## src/rtl/uart_msg_pkg.sv

```systemverilog
// Purpose: byte codes and FSM state encoding for the UART game-event scheduler and comparator.
// Latency: none (constants and a pure selection function).
// Backpressure: n/a.
package uart_msg_pkg;

  typedef logic [7:0] msg_t;

  localparam msg_t MSG_LOSE  = 8'h4C;  // 'L'
  localparam msg_t MSG_HIT   = 8'h48;  // 'H'
  localparam msg_t MSG_READY = 8'h52;  // 'R'

  localparam logic [1:0] IDLE      = 2'd0;
  localparam logic [1:0] WAIT_DONE = 2'd1;
  localparam logic [1:0] GAP       = 2'd2;

  // Fixed priority: game over beats hit beats ready.
  function automatic msg_t msg_sel(input logic over, input logic hit);
    if (over) return MSG_LOSE;
    else if (hit) return MSG_HIT;
    else return MSG_READY;
  endfunction

endpackage

```

## src/rtl/uart_tx_scheduler_if.sv

```systemverilog
// Purpose: byte write / done handshake between the scheduler and the UART TX core.
// Latency: none (wires only).
// Backpressure: the TX core stalls the scheduler simply by withholding tx_done.
interface uart_tx_scheduler_if;
  import uart_msg_pkg::*;

  msg_t tx_data;
  logic tx_wr;
  logic tx_done;

  modport master (output tx_data, output tx_wr, input tx_done);
  modport slave  (input tx_data, input tx_wr, output tx_done);

endinterface

```

## src/rtl/uart_evt_latch.sv

```systemverilog
// Purpose: rising-edge detect on one event level plus a saturating pending counter.
// Latency: edge in cycle k shows up in cnt during cycle k+1.
// Backpressure: requests accumulate up to 2**CNT_W-1; further edges only raise ovf.
module uart_evt_latch #(
  parameter int CNT_W = 1
) (
  input  logic             clk,
  input  logic             rst,
  input  logic             in_lvl,
  input  logic             enable,
  input  logic             discard,
  input  logic             take,
  output logic [CNT_W-1:0] cnt,
  output logic             ovf
);

  localparam logic [CNT_W-1:0] CNT_MAX = '1;

  logic prev;
  logic rise;

  assign rise = in_lvl & ~prev;

  // Previous level; cleared on reset so a level already high at release counts as an edge.
  always_ff @(posedge clk) begin
    if (rst) prev <= 1'b0;
    else     prev <= in_lvl;
  end

  // Pending count: an edge and a take in the same cycle cancel, so a fresh request is never lost.
  always_ff @(posedge clk) begin
    if (rst) begin
      cnt <= '0;
      ovf <= 1'b0;
    end else if (!enable || discard) begin
      cnt <= '0;
    end else if (rise && !take) begin
      if (cnt == CNT_MAX) ovf <= 1'b1;
      else                cnt <= cnt + CNT_W'(1);
    end else if (!rise && take) begin
      cnt <= cnt - CNT_W'(1);
    end
  end

endmodule

```

## src/rtl/uart_tx_scheduler.sv

```systemverilog
// Purpose: latch game events, pick one by fixed priority, send it as one byte to the UART TX core.
// Latency: event edge in cycle k -> pending in k+1 -> tx_wr in k+2 when idle.
// Backpressure: waits for tx_done (or a timeout), then a fixed idle gap before the next byte.
module uart_tx_scheduler
  import uart_msg_pkg::*;
#(
  parameter int GAP_CYCLES     = 16,
  parameter int TIMEOUT_CYCLES = 200000,
  parameter int HIT_CNT_W      = 3
) (
  input  logic                       clk,
  input  logic                       rst,
  input  logic                       multiplayer,
  input  logic                       player_ready,
  input  logic                       player_hit,
  input  logic                       game_over,
  uart_tx_scheduler_if.master        tx,
  output logic                       busy,
  output logic                       hit_overflow,
  output logic                       timeout_err
);

  localparam int TMAX = (TIMEOUT_CYCLES > GAP_CYCLES) ? TIMEOUT_CYCLES : GAP_CYCLES;
  localparam int TW   = (TMAX > 2) ? $clog2(TMAX) : 1;
  localparam logic [TW-1:0] TO_LAST  = TW'(TIMEOUT_CYCLES - 1);
  localparam logic [TW-1:0] GAP_LAST = TW'(GAP_CYCLES - 1);

  logic [1:0]           state;
  logic [TW-1:0]        timer;
  logic                 over_lock;
  logic                 over_pend;
  logic                 ready_pend;
  logic [HIT_CNT_W-1:0] hit_cnt;
  logic                 hit_any;
  logic                 issue;
  logic                 take_over;
  logic                 take_hit;
  logic                 take_ready;
  // Single-bit flags just coalesce repeated edges; their overflow has no meaning.
  logic                 ready_ovf_unused;
  logic                 over_ovf_unused;

  assign hit_any    = (hit_cnt != '0);
  assign issue      = (state == IDLE) && multiplayer && (over_pend || hit_any || ready_pend);
  assign take_over  = issue && over_pend;
  assign take_hit   = issue && !over_pend && hit_any;
  assign take_ready = issue && !over_pend && !hit_any && ready_pend;
  assign busy       = (state != IDLE);

  uart_evt_latch #(.CNT_W(1)) u_over (
    .clk(clk), .rst(rst), .in_lvl(game_over), .enable(multiplayer), .discard(1'b0),
    .take(take_over), .cnt(over_pend), .ovf(over_ovf_unused)
  );

  uart_evt_latch #(.CNT_W(HIT_CNT_W)) u_hit (
    .clk(clk), .rst(rst), .in_lvl(player_hit), .enable(multiplayer), .discard(over_lock),
    .take(take_hit), .cnt(hit_cnt), .ovf(hit_overflow)
  );

  uart_evt_latch #(.CNT_W(1)) u_ready (
    .clk(clk), .rst(rst), .in_lvl(player_ready), .enable(multiplayer), .discard(over_lock),
    .take(take_ready), .cnt(ready_pend), .ovf(ready_ovf_unused)
  );

  // After LOSE goes out, hit/ready are muted until the game_over level falls.
  always_ff @(posedge clk) begin
    if (rst)             over_lock <= 1'b0;
    else if (take_over)  over_lock <= 1'b1;
    else if (!game_over) over_lock <= 1'b0;
  end

  // Issue / wait-for-done / inter-byte gap sequencer; tx_wr is a single-cycle strobe.
  always_ff @(posedge clk) begin
    if (rst) begin
      state       <= IDLE;
      timer       <= '0;
      tx.tx_wr    <= 1'b0;
      tx.tx_data  <= 8'h00;
      timeout_err <= 1'b0;
    end else begin
      tx.tx_wr <= 1'b0;
      case (state)
        IDLE: begin
          if (issue) begin
            tx.tx_data <= msg_sel(over_pend, hit_any);
            tx.tx_wr   <= 1'b1;
            timer      <= '0;
            state      <= WAIT_DONE;
          end
        end
        WAIT_DONE: begin
          if (tx.tx_done) begin
            timer <= '0;
            state <= GAP;
          end else if (timer == TO_LAST) begin
            // Stalled transmitter: drop the byte rather than retry it.
            timeout_err <= 1'b1;
            timer       <= '0;
            state       <= GAP;
          end else begin
            timer <= timer + TW'(1);
          end
        end
        GAP: begin
          if (timer == GAP_LAST) begin
            timer <= '0;
            state <= IDLE;
          end else begin
            timer <= timer + TW'(1);
          end
        end
        default: begin
          timer <= '0;
          state <= IDLE;
        end
      endcase
    end
  end

endmodule

```

## src/flat_wrapper.sv

```systemverilog
// flat-port wrapper written by rule: the top's interface ports become plain ports
module uart_tx_scheduler_flat import uart_msg_pkg::*;
#(
  parameter int GAP_CYCLES     = 16,
  parameter int TIMEOUT_CYCLES = 200000,
  parameter int HIT_CNT_W      = 3
)
  (clk, rst, multiplayer, player_ready, player_hit, game_over, busy, hit_overflow, timeout_err, tx_tx_data, tx_tx_wr, tx_tx_done);
  uart_tx_scheduler_if tx_i ();
  input  logic clk;
  input  logic rst;
  input  logic multiplayer;
  input  logic player_ready;
  input  logic player_hit;
  input  logic game_over;
  output logic busy;
  output logic hit_overflow;
  output logic timeout_err;
  output wire logic [$bits(tx_i.tx_data)-1:0] tx_tx_data;
  output wire logic [$bits(tx_i.tx_wr)-1:0] tx_tx_wr;
  input wire logic [$bits(tx_i.tx_done)-1:0] tx_tx_done;
  assign tx_tx_data = tx_i.tx_data;
  assign tx_tx_wr = tx_i.tx_wr;
  assign tx_i.tx_done = tx_tx_done;
  uart_tx_scheduler #(.GAP_CYCLES(GAP_CYCLES), .TIMEOUT_CYCLES(TIMEOUT_CYCLES), .HIT_CNT_W(HIT_CNT_W)) u_core (.clk(clk), .rst(rst), .multiplayer(multiplayer), .player_ready(player_ready), .player_hit(player_hit), .game_over(game_over), .tx(tx_i), .busy(busy), .hit_overflow(hit_overflow), .timeout_err(timeout_err));
endmodule
```

## config.mk

```make
export PLATFORM = sky130hd
export DESIGN_NAME = uart_tx_scheduler_flat
export DESIGN_NICKNAME = d
export VERILOG_FILES = /design/src/rtl/uart_msg_pkg.sv /design/src/rtl/uart_tx_scheduler_if.sv /design/src/rtl/uart_evt_latch.sv /design/src/rtl/uart_tx_scheduler.sv /design/src/flat_wrapper.sv
export SDC_FILE = /design/constraint.sdc
export NUM_CORES = 1
export LEC_CHECK = 0
export ABC_AREA = 0
export ABC_CLOCK_PERIOD_IN_PS = 2700
export CORE_MARGIN = 8
export CORE_UTILIZATION = 51
export CTS_CLUSTER_DIAMETER = 30
export DETAILED_ROUTE_END_ITERATION = 10
export PLACE_DENSITY = 0.84
export SLEW_MARGIN = 10
export SYNTH_ARGS = -nofsm -noshare
export SYNTH_HDL_FRONTEND = slang
export SYNTH_SLANG_ARGS = --single-unit
```

## constraint.sdc

```tcl
create_clock -name clk -period 2.7 [get_ports clk]
set_clock_uncertainty 0.2 [all_clocks]
set_input_delay 0.27 -clock clk [delete_from_list [all_inputs] [get_ports clk]]
set_output_delay 0.27 -clock clk [all_outputs]
set_load 0.1 [all_outputs]
```

* After elaboration in Yosys (flattened, before gate mapping) *
Cells that the tools add are included.
W data, S select, Z words.

storage, ports and cells
  register bits = 40
  input port bits = 7
  output and inout port bits = 12
  word-level logic and storage cells = 103

cells by class
  add/sub/neg operators = 7
  equal/unequal tests = 10
  mux-type cells = 24
  bitwise operators = 10
  reduce and logical (&&, ||, !) cells = 39

operators with widths
  cell                     count
  $mux W18                 4
  $pmux W18 S3             1
  $add A18 B1 Y18 const B  1
  $eq A18 B18 Y1 const B   1
  $eq A18 B4 Y1 const B    1
  $logic_and A1 B1 Y1      13
  $logic_not A1 Y1         9
  $mux W1                  9
  $mux W3                  3
  $reduce_and A3 Y1        3
  $mux W2                  4
  $mux W8                  1
  $reduce_bool A2 Y1       4
  $not A1 Y1               7
  $ne A2 B1 Y1 const B     3
  $pmux W2 S3              1
  $reduce_or A2 Y1         3
  $mux W5                  1
  $reduce_and A2 Y1        2
  $add A3 B1 Y3 const B    1
  $and A1 B1 Y1            3
  $eq A3 B3 Y1 const B     1
  $logic_or A1 B1 Y1       3
  $ne A3 B2 Y1 const B     1
  8 further kinds          10

* Longest topological paths before layout *
  word-level depth = 10
  gate-level depth with buffers = 10
  depth with buffers taken out = 10

* Hierarchy *
A second synthesis with hierarchy kept.

unflattened totals
  cell total of the unflattened synthesis = 237
  area, all modules = 2092.0 um2

modules (own cells, without submodules)
  module                               times used  cells an instance  area each (um2)  seq. area each (um2)
  uart_tx_scheduler                    1           180                1527.7           540.5
  uart_evt_latch at u_core.u_hit       1           29                 284.0            100.1
  uart_evt_latch at u_core.u_over ...  2           14                 140.1            60.1

* Worst setup path before layout *
Ideal clock, no wire load.

  path type = reg-to-reg
  start point = register u_core.state[0]
  end point = register u_core.u_hit.cnt[2]
  library setup time = 0.086 ns
  arrival time = 1.806 ns
  required time = 2.414 ns
  setup slack = 0.608 ns
  cell stages (with the launch flop) = 11
  buffers on the path = 0
  period minus slack after synthesis = 2.092 ns
  cells stage by stage = dfxtp_1 -> inv_1 -> ha_1 -> nand2_1 -> o311a_1 -> xnor2_1 -> ha_1 -> nand2_1 -> o21a_1 -> o22ai_1 -> a211oi_1

on the way
  cells in the longest elaborated chain, start to end = 9
  elaborated cells between the ends (all ways) = 12
  those cells by class = eq/ne (1); mux (1); reduce/logical (10)

RTL lines
  element                                                              RTL line                 RTL
  start, declared                                                      uart_tx_scheduler.sv:28  logic [1:0] state;
  start signal, assigned                                               uart_tx_scheduler.sv:75  state <= IDLE;
  start signal, assigned                                               uart_tx_scheduler.sv:88  state <= WAIT_DONE;
  start signal, assigned                                               uart_tx_scheduler.sv:94  state <= GAP;
  $logic_not A2 Y1 (*)                                                 uart_tx_scheduler.sv:44  assign issue = (state == IDLE) && multiplayer && (over_pend || hit_any || ready_pend);
  $logic_and A1 B1 Y1 (*) (2 in a row)                                 uart_tx_scheduler.sv:44
  $logic_and A1 B1 Y1 (*) (2 in a row)                                 uart_tx_scheduler.sv:46  assign take_hit = issue && !over_pend && hit_any;
  $logic_not A1 Y1                                                     uart_evt_latch.sv:37     end else if (rise && !take) begin
  $logic_and A1 B1 Y1                                                  uart_evt_latch.sv:37
  $ne A2 B2 Y1 (no line) / $reduce_bool A2 Y1 (equally long branches)  --
  $reduce_and A2 Y1 (no line)                                          --
  end signal, assigned                                                 uart_evt_latch.sv:39     else cnt <= cnt + CNT_W'(1);
  end signal, assigned                                                 uart_evt_latch.sv:41     cnt <= cnt - CNT_W'(1);
  end, declared                                                        uart_evt_latch.sv:13     output logic [CNT_W-1:0] cnt,

Mark *: on every way between the ends. The rest lies on a longest branch, timed or not.
A chain may end at the register's enable or synchronous reset.

* Final worst setup path *
Ends and elaborated chain as after synthesis.

==> results_dict.tcl <==
set metrics [dict create \
    r2r_start "u_core.state[0]" \
    drt-initial-drc-count 71 \
    clk_latency_ps 350 \
    dpl.hpwl_mm 2.63 \
    worst_hold_slack_ps 283 \
    cp_slowest_cell "dfxtp_1" \
    yosys-top-cells-area "dfxtp_1 39%, nor2_1 6.0%, xnor2_1 5.6%" \
    pre_cts_slack_ps 266 \
    tritoncts "done" \
    cts.sinks 36 \
    async_flop_share_pct 0 \
    final_cell_area_um2 2100 \
    worstMarginPinSlew_ps 561 \
    avgSynthCellArea_um2 8.51 \
    worstSetupPathType "flop to flop" \
    crit_path_max_fanout 4 \
    fin_crit_ps 2320 \
    drive_gt1_share_pct 13.5 \
    antenna_found_initial 0 \
    dieWidth_um 76.5 \
    synth_ff_type "dfxtp_1" \
    syn_area_um2 1860 \
    num_vias 1524 \
    start_util_pct 52.1 \
    ys_seq_elements 36 \
    clkTransAtPathRegs_ps 120 \
    avgViaCountPerCell 5.35 \
    synth_edf_count 0 \
    drtPass1Iterations 4 \
    portBuffers 15 \
    tns_ps 0 \
    fin_crit_sh_pct 86.0 \
    p_leak_uw 0.000770 \
    slew_headroom_pct 62.6 \
    worst_slack_ps 378 \
    post_cts_buffers 0 \
    cts_hold_buf 0 \
    yosysTopAreaCellShare_pct 38.7 \
    status "finished clean" \
    netlist_instances 219 \
    cpPeakStageDelay_ps 350 \
    maxSlewViolCount 0 \
    clock_path_buffers 2 \
    critical_path.startpoint_type "flop" \
    grt_pass1_vias 1492 \
    ant_nets 0 \
    max_freq_mhz 431 \
    rsz0062_at_grt "no" \
    fin_util_pct 58.8 \
    io-pin-count 19 \
    antenna_cells 0 \
    post_dp_cell_area_um2 2020 \
    core_um2 3580 \
    regArea_um2 721 \
    setup_viol 0 \
    fin_nets 251 \
    worstPathArrival_ps 2390 \
    grt_overflow_total 0 \
    ys_types 46 \
    rows 22 \
    yosysSeqAreaShare_pct 38.7 \
    grt_max_degree 13 \
    irDropWorstVdd_uv 535 \
    n_fill_cell 331 \
    min_from "u_core.timeout_err" \
    cts_buffers 5 \
    power_density_nw_per_um2 679 \
    drc_errors 0 \
    synth.largest_area_cell "dfxtp_1" \
    wire_per_inst_um 12.5 \
    place_congestion 0.818 \
    multi_input_area_um2 1040 \
    hold_class "flop to flop" \
    cts_resized 0 \
    startpoint "u_core.state[0]" \
    ctsHtreeMaxLevel 2 \
    wl_mm 3.58 \
    maxCapViolations 0 \
    chipHeight_um 76.5 \
    required_ps 2770 \
    cts_root_buf "clkbuf_4" \
    end_kind "flop" \
    finalHoldViolations 0 \
    die_area_um2 5850 \
    cp_cell_sequence "inv_1 -> ha_1 -> nand2_1 -> o311a_1 -> xnor2_1 -> ha_1 -> nand2_1 -> o21a_1 -> o22ai_1 -> a211oi_1" \
    ys_warn_count 0 \
    grt_pass1_wl_mm 6.40 \
    syn_to_final_growth_pct 12.9 \
    grt_util_all_layers_pct 12.8 \
]
-- kinds of logic after synthesis --
kind of cell	synth area share [%]
AND/OR/NAND/NOR	29.1
AO/OA/AOI/OAI	12.8
XOR/XNOR	5.64
other	0.201
flip-flops	38.7
multiplexers	2.15
adder cells (fa/ha/maj)	5.37
buffers and inverters	6.11
-- where the power goes --
| group | switching [uW] | internal [uW] | total (uW) | leakage (uW) |
|---|---|---|---|---|
| sequential | 20.4 | 558 | 578 | 0.000292 |
| clock | 195 | 193 | 388 | 0.0000412 |
| combinational | 331 | 131 | 462 | 0.000437 |
| total | 546 | 882 | 1430 | 0.000770 |
-- final cells by class --
class / count / share of cell area (%)
clock buffer: 5 / 1.78
clock inverter: 3 / 2.02
inverter: 17 / 3.03
multi-input combinational: 159 / 49.3
sequential: 36 / 34.2
tap: 48 / 2.85
timing repair buffer: 17 / 6.78
-- critical path: cells and delay by family, from the launching register on --
| family | cells | cell delay (ps) |
|---|---|---|
| compound gates | 4 | 770 |
| simple gates | 2 | 210 |
| xor+xnor | 1 | 140 |
| flops | 1 | 350 |
| fa+ha+maj | 2 | 480 |
| buf+inv | 1 | 100 |
-- registers in the layout, summed over array words and instances, names as in the netlist, 2 cells and up --
signal / flops
u_core.timer: 18
u_core.tx.tx_data: 4
u_core.u_hit.cnt: 3
u_core.state: 2
-- placed cells by master, fill, tap and decap left out, types with 2 or more instances in the layout --
cell	n
a211oi_1	2
a21oi_1	6
a31oi_1	4
and2_1	3
and3_1	2
buf_4	11
clkbuf_4	5
clkdlybuf4s50_1	6
conb_1	3
dfxtp_1	36
ha_1	8
inv_1	17
mux2i_1	4
nand2_1	16
nand2_2	2
nand3_1	9
nand4_1	5
nor2_1	30
nor2b_1	7
nor3_1	8
nor4_2	2
nor4_4	3
o21ai_0	3
o21ai_1	3
o22ai_1	3
o31ai_1	4
or3_1	2
xnor2_1	12
-- cell usage after synthesis, types with 2 or more instances --
cell type  number
mux2i_1         4
inv_1          17
clkbuf_1        4
nor4_2          2
xnor2_1        12
and3_1          2
nor2b_1         7
ha_1            8
or3_1           2
nand2_1        16
nor3_1          8
a21oi_1         6
o31ai_1         4
buf_4           4
a211oi_1        2
nor4_4          3
a31oi_1         4
dfxtp_1        36
nand4_1         5
o21ai_1         3
o22ai_1         3
nand2_2         2
and2_1          3
nand3_1         9
nor2_1         30
o21ai_0         3
-- worst paths after layout --
path	to	slack (ps)	depth (start not counted)
max reg2reg	u_core.u_hit.cnt[2]	380	10
min reg2reg	u_core.timeout_err	280	2
max	u_core.u_hit.cnt[2]	380	10
min	u_core.timeout_err	280	2
-- metrics by stage --
stage	power [uW]	instances
finish	1430	285
CTS	1430	285
detailed placement	1050	277
floorplan	961	221
global route	1500	285
global placement	1050	277
-- metal layers --
metal	global-route usage (%)	vias up	share of wire [%]
li1	-	785	-
met1	15.0	707	47
met2	21.4	25	49
met3	3.07	7	3.0
met4	6.15	0	1.3
met5	0	-	0
Note: power is estimated with default switching activity, not from simulation.
